File: src/rtl/lzd_pkg.sv
// Shared types and elaboration helpers for the iterative leading-zero
// counter / normalizer (lzd_norm_seq) and its chunk LZD (lzd_chunk).
//
// Contents:
//   lzd_state_e     - sequencer states (IDLE, SCAN, DONE)
//   cntw()          - width of a count that must represent 0..width
//   chunk_cfg_ok()  - legality of a WIDTH/CHUNK pairing, checked at elaboration
package lzd_pkg;

  typedef enum logic [1:0] {
    ST_IDLE = 2'd0,
    ST_SCAN = 2'd1,
    ST_DONE = 2'd2
  } lzd_state_e;

  // Bits needed to hold a leading-zero count in 0..width inclusive.
  function automatic int cntw(input int width);
    return $clog2(width + 1);
  endfunction

  // The operand must split into whole chunks, and the chunk must be a
  // power of two no smaller than one 2-bit LZD cell.
  function automatic bit chunk_cfg_ok(input int width, input int chunk);
    return (chunk >= 2) && ((chunk & (chunk - 1)) == 0) && ((width % chunk) == 0);
  endfunction

endpackage

File: src/rtl/lzd_chunk.sv
// Combinational leading-zero detector for one CHUNK-bit slice.
//
// A log2(CHUNK)-level tree of 2-bit LZD cells. Each node carries (p, v):
// v = some bit below this node is set, p = leading zeros within the node.
// Merging a more-significant node L with a less-significant node R of
// size 2^l gives v = vL | vR and p = vL ? pL : (2^l + pR).
//
// Ports:
//   d     in  CHUNK          slice, d[CHUNK-1] is the most significant bit
//   count out clog2(CHUNK)   leading zeros of d (meaningful when valid=1)
//   valid out 1              d is nonzero
module lzd_chunk #(
  parameter int CHUNK = 8,
  localparam int CL   = $clog2(CHUNK)
) (
  input  logic [CHUNK-1:0] d,
  output logic [CL-1:0]    count,
  output logic             valid
);

  always_comb begin : tree_b
    logic [CL-1:0] p [CHUNK];
    logic          v [CHUNK];
    // Leaves: node 0 is the MSB, so lower node index means more significant.
    for (int i = 0; i < CHUNK; i++) begin
      v[i] = d[CHUNK-1-i];
      p[i] = '0;
    end
    // Merge pairs in place; node i at the next level only overwrites
    // entries that have already been consumed at this level.
    for (int l = 0; l < CL; l++) begin
      for (int i = 0; i < (CHUNK >> (l + 1)); i++) begin
        if (v[2*i]) begin
          p[i] = p[2*i];
        end else begin
          p[i]    = p[2*i+1];
          p[i][l] = 1'b1;
        end
        v[i] = v[2*i] | v[2*i+1];
      end
    end
    count = p[0];
    valid = v[0];
  end

endmodule

File: src/rtl/lzd_norm_seq.sv
// Iterative leading-zero counter and left normalizer for the Box-Muller
// log/sqrt argument path. Scans the operand MSB-first, one CHUNK-bit slice
// per cycle, through a single shared lzd_chunk.
//
// Handshakes: a transfer happens on a rising edge where valid and ready are
// both high. in_ready is high only in IDLE; out_valid is high only in DONE,
// and the result stays stable until it is taken with out_ready.
//
// Ports:
//   clk        in   1      rising-edge clock
//   rst        in   1      synchronous active-high reset
//   in_valid   in   1      operand offered
//   in_ready   out  1      block can accept an operand
//   in_data    in   WIDTH  operand
//   out_valid  out  1      result available
//   out_ready  in   1      consumer takes the result
//   out_lzc    out  CNTW   leading-zero count, 0..WIDTH
//   out_norm   out  WIDTH  operand shifted left by out_lzc
//   out_zero   out  1      operand was all zeros
module lzd_norm_seq
  import lzd_pkg::*;
#(
  parameter int  WIDTH = 48,
  parameter int  CHUNK = 8,
  localparam int CNTW  = cntw(WIDTH)
) (
  input  logic             clk,
  input  logic             rst,
  input  logic             in_valid,
  output logic             in_ready,
  input  logic [WIDTH-1:0] in_data,
  output logic             out_valid,
  input  logic             out_ready,
  output logic [CNTW-1:0]  out_lzc,
  output logic [WIDTH-1:0] out_norm,
  output logic             out_zero
);

  localparam int NCHUNK = WIDTH / CHUNK;
  localparam int CL     = $clog2(CHUNK);
  localparam int IDXW   = (NCHUNK > 1) ? $clog2(NCHUNK) : 1;
  localparam logic [IDXW-1:0] LAST_IDX = IDXW'(NCHUNK - 1);

  if (!chunk_cfg_ok(WIDTH, CHUNK)) begin : g_cfg_check
    $error("lzd_norm_seq: WIDTH must be a multiple of CHUNK, CHUNK a power of two >= 2");
  end

  lzd_state_e       state_q, state_d;
  logic [WIDTH-1:0] op_q;
  logic [CNTW-1:0]  cnt_q;
  logic [IDXW-1:0]  idx_q;

  logic [CHUNK-1:0] top;
  logic [CL-1:0]    z;
  logic             top_nz;

  assign top = op_q[WIDTH-1 -: CHUNK];

  lzd_chunk #(.CHUNK(CHUNK)) u_chunk (
    .d     (top),
    .count (z),
    .valid (top_nz)
  );

  always_ff @(posedge clk) begin
    if (rst) state_q <= ST_IDLE;
    else     state_q <= state_d;
  end

  always_comb begin
    state_d   = state_q;
    in_ready  = 1'b0;
    out_valid = 1'b0;
    case (state_q)
      ST_IDLE: begin
        in_ready = 1'b1;
        if (in_valid) state_d = ST_SCAN;
      end
      ST_SCAN: begin
        // Stop on the first nonzero slice, or after the last slice.
        if (top_nz || (idx_q == LAST_IDX)) state_d = ST_DONE;
      end
      ST_DONE: begin
        out_valid = 1'b1;
        if (out_ready) state_d = ST_IDLE;
      end
      default: state_d = ST_IDLE;
    endcase
  end

  // Datapath. Result registers are written only on the final SCAN cycle,
  // so they hold through DONE and remain readable after the handshake.
  always_ff @(posedge clk) begin
    if (rst) begin
      op_q     <= '0;
      cnt_q    <= '0;
      idx_q    <= '0;
      out_lzc  <= '0;
      out_norm <= '0;
      out_zero <= 1'b0;
    end else begin
      case (state_q)
        ST_IDLE: begin
          if (in_valid) begin
            op_q  <= in_data;
            cnt_q <= '0;
            idx_q <= '0;
          end
        end
        ST_SCAN: begin
          if (top_nz) begin
            out_lzc  <= cnt_q + CNTW'(z);
            out_norm <= op_q << z;
            out_zero <= 1'b0;
          end else if (idx_q != LAST_IDX) begin
            op_q  <= op_q << CHUNK;
            cnt_q <= cnt_q + CNTW'(CHUNK);
            idx_q <= idx_q + 1'b1;
          end else begin
            out_lzc  <= CNTW'(WIDTH);
            out_norm <= '0;
            out_zero <= 1'b1;
          end
        end
        default: ;
      endcase
    end
  end

endmodule

File: config.mk
export PLATFORM = sky130hd
export DESIGN_NAME = lzd_norm_seq
export DESIGN_NICKNAME = d
export VERILOG_FILES = /design/src/rtl/lzd_pkg.sv /design/src/rtl/lzd_chunk.sv /design/src/rtl/lzd_norm_seq.sv
export SDC_FILE = /design/constraint.sdc
export NUM_CORES = 1
export LEC_CHECK = 0
export CELL_PAD_IN_SITES_DETAIL_PLACEMENT = 2
export CELL_PAD_IN_SITES_GLOBAL_PLACEMENT = 2
export CORE_MARGIN = 5
export CORE_UTILIZATION = 31
export CTS_CLUSTER_SIZE = 30
export DETAILED_ROUTE_END_ITERATION = 12
export MAX_ROUTING_LAYER = met4
export PLACE_DENSITY_LB_ADDON = 0.1
export REMOVE_ABC_BUFFERS = 1
export SYNTH_ARGS = -nofsm -noshare
export SYNTH_HDL_FRONTEND = slang
export SYNTH_SLANG_ARGS = --single-unit
export TNS_END_PERCENT = 10
File: constraint.sdc
create_clock -name clk -period 2.9 [get_ports clk]
set_input_delay 0.58 -clock clk [delete_from_list [all_inputs] [get_ports clk]]
set_output_delay 0.58 -clock clk [all_outputs]
set_load 0.05 [all_outputs]
Word level (Yosys, flattened, before mapping). Index checks and enable logic that the tools add are counted.

Flip-flop bits (word level): 114. Logic and storage cells: 65.

Multiplexer cells: 31. Equal/unequal tests: 10. Reductions and logical operators: 6. Add/subtract/negate cells: 3. Shift operators: 1. Bitwise operators: 7.

Operators by type and width (count): 48-bit 2-to-1 mux (5); 48-bit case mux with 2 select lines (1); 48-bit by 3-bit << shifter with 48-bit output (1); 6-bit 2-to-1 mux (5); 3-bit 2-to-1 mux (4); 2-bit inequality test, second input constant (6); 6-bit case mux with 2 select lines (1); 2-bit 2-to-1 mux (5); 1-bit 2-to-1 mux (8); 1-bit OR (7); 6-bit by 3-bit adder with 6-bit output (1); 6-bit by 4-bit adder with 6-bit output, second input constant (1); 2-bit case mux with 3 select lines (1); 3-bit case mux with 2 select lines (1); 4-bit AND reduction (1); 3-bit by 1-bit adder with 3-bit output, second input constant (1); 3-bit equality test, second input constant (1); 3-bit inequality test, second input constant (1); 3-bit AND reduction (1); 2-bit by 1-bit equality test with 1-bit output, second input constant (1); 2-bit equality test, second input constant (1); 2-bit zero test (1); 2-bit AND reduction (1); 2-bit nonzero test (1); 1-bit logical OR (1).

Logic depth before layout (Yosys ltp).
Depth in word-level cells: 6. Gate-level depth with buffers: 9. Depth with buffers taken out: 8.

Hierarchy. A second synthesis with hierarchy kept.

Cells, all modules: 627. Area, all modules: 5840.6 um^2.

Modules (own cells, without submodules): lzd_norm_seq (cells each 616, area an instance 5778.0 um^2, instances 1); lzd_chunk (cells each 11, area an instance 62.6 um^2, instances 1).

Worst setup path before layout. OpenSTA, ideal clock, no wires.

Path type: reg-to-reg. From: reg state_q[1]. To: reg op_q[46]. Setup time: 91 ps. Path slack: 752 ps. Arrival time: 2057 ps. Stages on the path, launching flop included: 7. Cell sequence: dfxtp_1 nor2_1 nand2_1 nand2_2 buf_2 nor2_1 a311oi_1.

Cells in the longest elaborated chain, start to end: 3.

Ends and longest elaborated chain: from (decl) (line lzd_norm_seq.sv:48) `lzd_state_e state_q, state_d;`; from (signal assigned) (line lzd_norm_seq.sv:67) `else state_q <= state_d;`; 2-bit by 1-bit equality test with 1-bit output / 2-bit zero test (equally long branches) (line lzd_norm_seq.sv:102) `case (state_q)`; 2-bit inequality test (no line) / 2-bit nonzero test (equally long branches); 4-bit AND reduction (no line); to (signal assigned) (line lzd_norm_seq.sv:105) `op_q <= in_data;`; to (signal assigned) (line lzd_norm_seq.sv:116) `op_q <= op_q << CHUNK;`; to (decl) (line lzd_norm_seq.sv:49) `logic [WIDTH-1:0] op_q;`.

Several ways; a longest one is shown, not always the timed one. A chain may end at the register's enable or synchronous reset.

Final worst setup path.
From: reg op_q[47]. To: reg out_norm[46].

Cells in the longest elaborated chain, start to end: 5.

Ends and longest elaborated chain: 1-bit 2-to-1 mux / 1-bit OR (equally long branches) (line lzd_chunk.sv:33, lzd_chunk.sv:39); 2-bit 2-to-1 mux / 1-bit OR (equally long branches) (line lzd_chunk.sv:33, lzd_chunk.sv:39); 3-bit 2-to-1 mux / 1-bit OR (equally long branches) (line lzd_chunk.sv:33, lzd_chunk.sv:39); 48-bit by 3-bit << shifter with 48-bit output / 2-bit inequality test (equally long branches); 48-bit 2-to-1 mux / 2-bit AND reduction (equally long branches); to (signal assigned) (line lzd_norm_seq.sv:113) `out_norm <= op_q << z;`; to (decl) (line lzd_norm_seq.sv:35) `output logic [WIDTH-1:0] out_norm,`.

Several ways; a longest one is shown, not always the timed one.

==> key figures <==
Outcome
  – Status: finished, final reports clean

Yosys
  – Mapped Avg Cell Area: 8.49 sq um
  – Largest family of logic cells by synthesized area: compound AO/OA/AOI/OAI gates
  – Yosys warning total: 0
  – Multiplexer share of the synthesized area: 13.4%
  – Post-synthesis cell area: 5880 sq um
  – Netlist cell types: a little under 60
  – Seq cells post-synth: about 110
  – Post-Synth Simple-Gate Area: 18.4%
  – Synth area leaders: dfxtp_1 (38%), mux2i_1 (11%), nand2_1 (9.1%)
  – XOR/XNOR Fraction of Synth Area: 0.893%
  – Synth Area in Compound Gates: 23.7%
  – Top cell type's share of synthesized area: about 38%
  – Mapped Cells: between 600 and 700
  – Cell taking the most area after synthesis: dfxtp_1
  – Adder-cell share of the synthesized area: 0.851%
  – Sequential fraction of the synthesis area: about 38%

Power and ir drop
  – Switching share of power: 37.6%
  – P_leak: 3.07 nW
  – Power density over cell area: 655 nW/um^2
  – Clock Power Share: 27.6%
  – Internal power: between 3 and 4 mW
  – P_sw: 1.85 mW
  – Logic gate share of total power: 34.9%
  – Register share of total power: 37.5%
  – VDD IR max: 0.000314 V

Placed design
  – Number of I/O port buffers: 108
  – HPWL Detailed: 16.6 mm
  – Gpl congestion: 0.827

STA
  – Worst Clk Skew: 9.75 ps
  – Slew @ Worst Pin: 856 ps
  – Unrepaired setup endpoints after global routing: false
  – Hold Vio Cnt, Final: 0
  – Hold WS: between 400 and 500 ps
  – Rel. slew slack: 43.0%
  – Fin. max-slew vios: 0
  – Max Freq: 0.392 GHz
  – Post-layout minimum cycle time: 2550 ps
  – Setup TNS: 0 ps
  – Final period util: between 80% and 90%
  – Count of final setup violators: 0

Die
  – Chip Height: 148 um
  – Die footprint: around 22000 sq um
  – Core area: 18700 sq um
  – Initial Util: between 30% and 40%
  – I/O pins: 109
  – Die X: 148 um
  – Number of placement rows: 50

Clock network
  – PostCTS Resize Cnt: 0
  – CTS tree: built
  – Cts bufs inserted: 9
  – CTS clock-pin slew for the worst setup and hold paths: 80 ps
  – Root buffer cell: clkbuf_16
  – Post-CTS Repair Setup Buffers: 0
  – CTS Buffer Depth: 2
  – Sink Count: 111
  – Hold Buf Count CTS: 0
  – Htree depth: 3
  – Worst skew pair latency: around 360 ps

Detailed routing
  – Antenna-violating nets left: 0
  – Final wirelength: 23.0 mm
  – Via count: 5762
  – Iteration-0 DRC Markers: between 200 and 300
  – Remaining DRCs: 0
  – Routed length per instance: 22.7 um
  – Via density: between 5 and 6
  – DRT Pass-1 Iters: 4

Finish
  – Reg area: between 2000 and 2500 sq um
  – Inserted Diodes: 0
  – Most frequent cells in the layout: nand2_1 (141), dfxtp_1 (111), clkdlybuf4s50_1 (107)
  – Commonest non-fill, non-tap cell in the layout: nand2_1
  – Final net count: 833
  – Ratio of cells with drive above 1 in the final layout: 8.19%
  – Filler cells: 2041
  – Layout area overhead: 27.6%
  – Multi-input logic area: roughly 3400 sq um

Run
  – Max-cap violations: 0

Global routing
  – Vias in the first global route: between 6000 and 7000
  – First-pass GRT wire length: 36.9 mm
  – Initial antenna violation count: 0
  – Largest net degree at the start of global routing: 59
  – All-Layer GR Usage: 21.8%
  – Grt ovf: 0

Hold path
  – Hold path cells: 2
  – Hold WC Path Type: reg -> reg

Critical path
  – Setup CP Type: reg -> reg
  – Req. time, crit path: 3150 ps
  – Worst Path Arrival: 2800 ps
  – R2R depth: 7
  – Critical Path Sink Type: register
  – Worst-path maximum fanout: 15
  – Startpoint class of the critical path: register
-- logic make-up after synthesis --
| family | after synthesis |
|---|---|
| AO/OA/AOI/OAI | 177 |
| other | 1 |
| flip-flops | 111 |
| multiplexers | 75 |
| XOR/XNOR | 6 |
| buffers and inverters | 63 |
| AND/OR/NAND/NOR | 256 |
| adder cells (fa/ha/maj) | 4 |
-- cell usage after synthesis (all sizes together) --
master   instances
buf             23
inv              6
o221ai          30
o2111ai          1
nor4             2
o32ai            1
a21o            31
a222oi           2
a2bb2oi          1
a211o            2
mux2i           63
mux4             2
o2bb2ai          1
o31ai            2
a32oi            5
clkbuf          34
a21boi           1
a22o             3
o221a            1
mux2            10
a311oi          40
nor2            66
nand2          143
dfxtp          111
and3             2
nand2b           3
o21ai           13
nand3           18
a21oi           23
and2             4
nor2b            5
conb             1
o32a             1
a211oi           1
nand4            2
a31oi            2
a31o             3
nor3            11
o211a            2
a22oi            7
a221oi           2
xor2             6
a221o            2
ha               4
-- per-stage QoR --
step	instances	worst slack [ps]	instance area, sq um	power (mW)	util [%]
2_1_floorplan	636	-1150	5610	2.93	-
3_3_place_gp	1000	523	7190	3.54	38.4
3_5_place_dp	1000	461	7190	3.58	38.4
4_1_cts	1015	379	7500	4.96	40.1
5_1_grt	1015	194	7500	5.15	40.1
6_report	1015	347	7500	4.91	40.1
-- critical path, cell delays in order, from the launching register on --
cell and delay (ps):
dfxtp_1 330, buf_4 200, nor2_1 450, nand3_1 340, o21ai_0 540, nor2_1 160, o211a_1 160, a221o_1 260
-- metal layers --
| metal | track usage (%) | up-vias | part of all wire [%] |
|---|---|---|---|
| li1 | - | 2706 | - |
| met1 | 28.7 | 2887 | 47 |
| met2 | 34.9 | 136 | 48 |
| met3 | 3.00 | 33 | 3.3 |
| met4 | 6.52 | 0 | 1.9 |
| met5 | - | - | 0 |
-- power by group through the flow --
stage	registers, mW	clock network [mW]	logic, mW
after floorplan	2.00	0	0.929
after global placement	1.87	0	1.67
after detailed placement	1.87	0	1.71
after CTS	1.84	1.39	1.72
after global routing	1.86	1.45	1.84
final	1.84	1.36	1.72
-- sequential cells by signal (all words and copies together) (netlist names) --
signal / cells
out_lzc: 6
cnt_q: 3
idx_q: 3
out_zero: 1
state_q: 2
out_norm: 48
op_q: 48
-- cell type report --
| type | count | area share, % |
|---|---|---|
| Clock inverter | 5 | 1.12 |
| Tap cell | 234 | 3.90 |
| Timing Repair Buffer | 130 | 17.0 |
| Clock buffer | 10 | 3.05 |
| Inverter | 6 | 0.300 |
| Sequential cell | 111 | 29.6 |
| Multi-Input combinational cell | 519 | 45.0 |
-- worst paths after layout --
check	to	startpoint	slack [ps]
hold / removal	out_norm[0]	out_norm[0]	470
setup reg to reg	out_norm[46]	op_q[47]	350
setup / recovery	out_norm[46]	op_q[47]	350
hold reg to reg	out_norm[0]	out_norm[0]	470
Note: power is estimated with default switching activity, not from simulation.
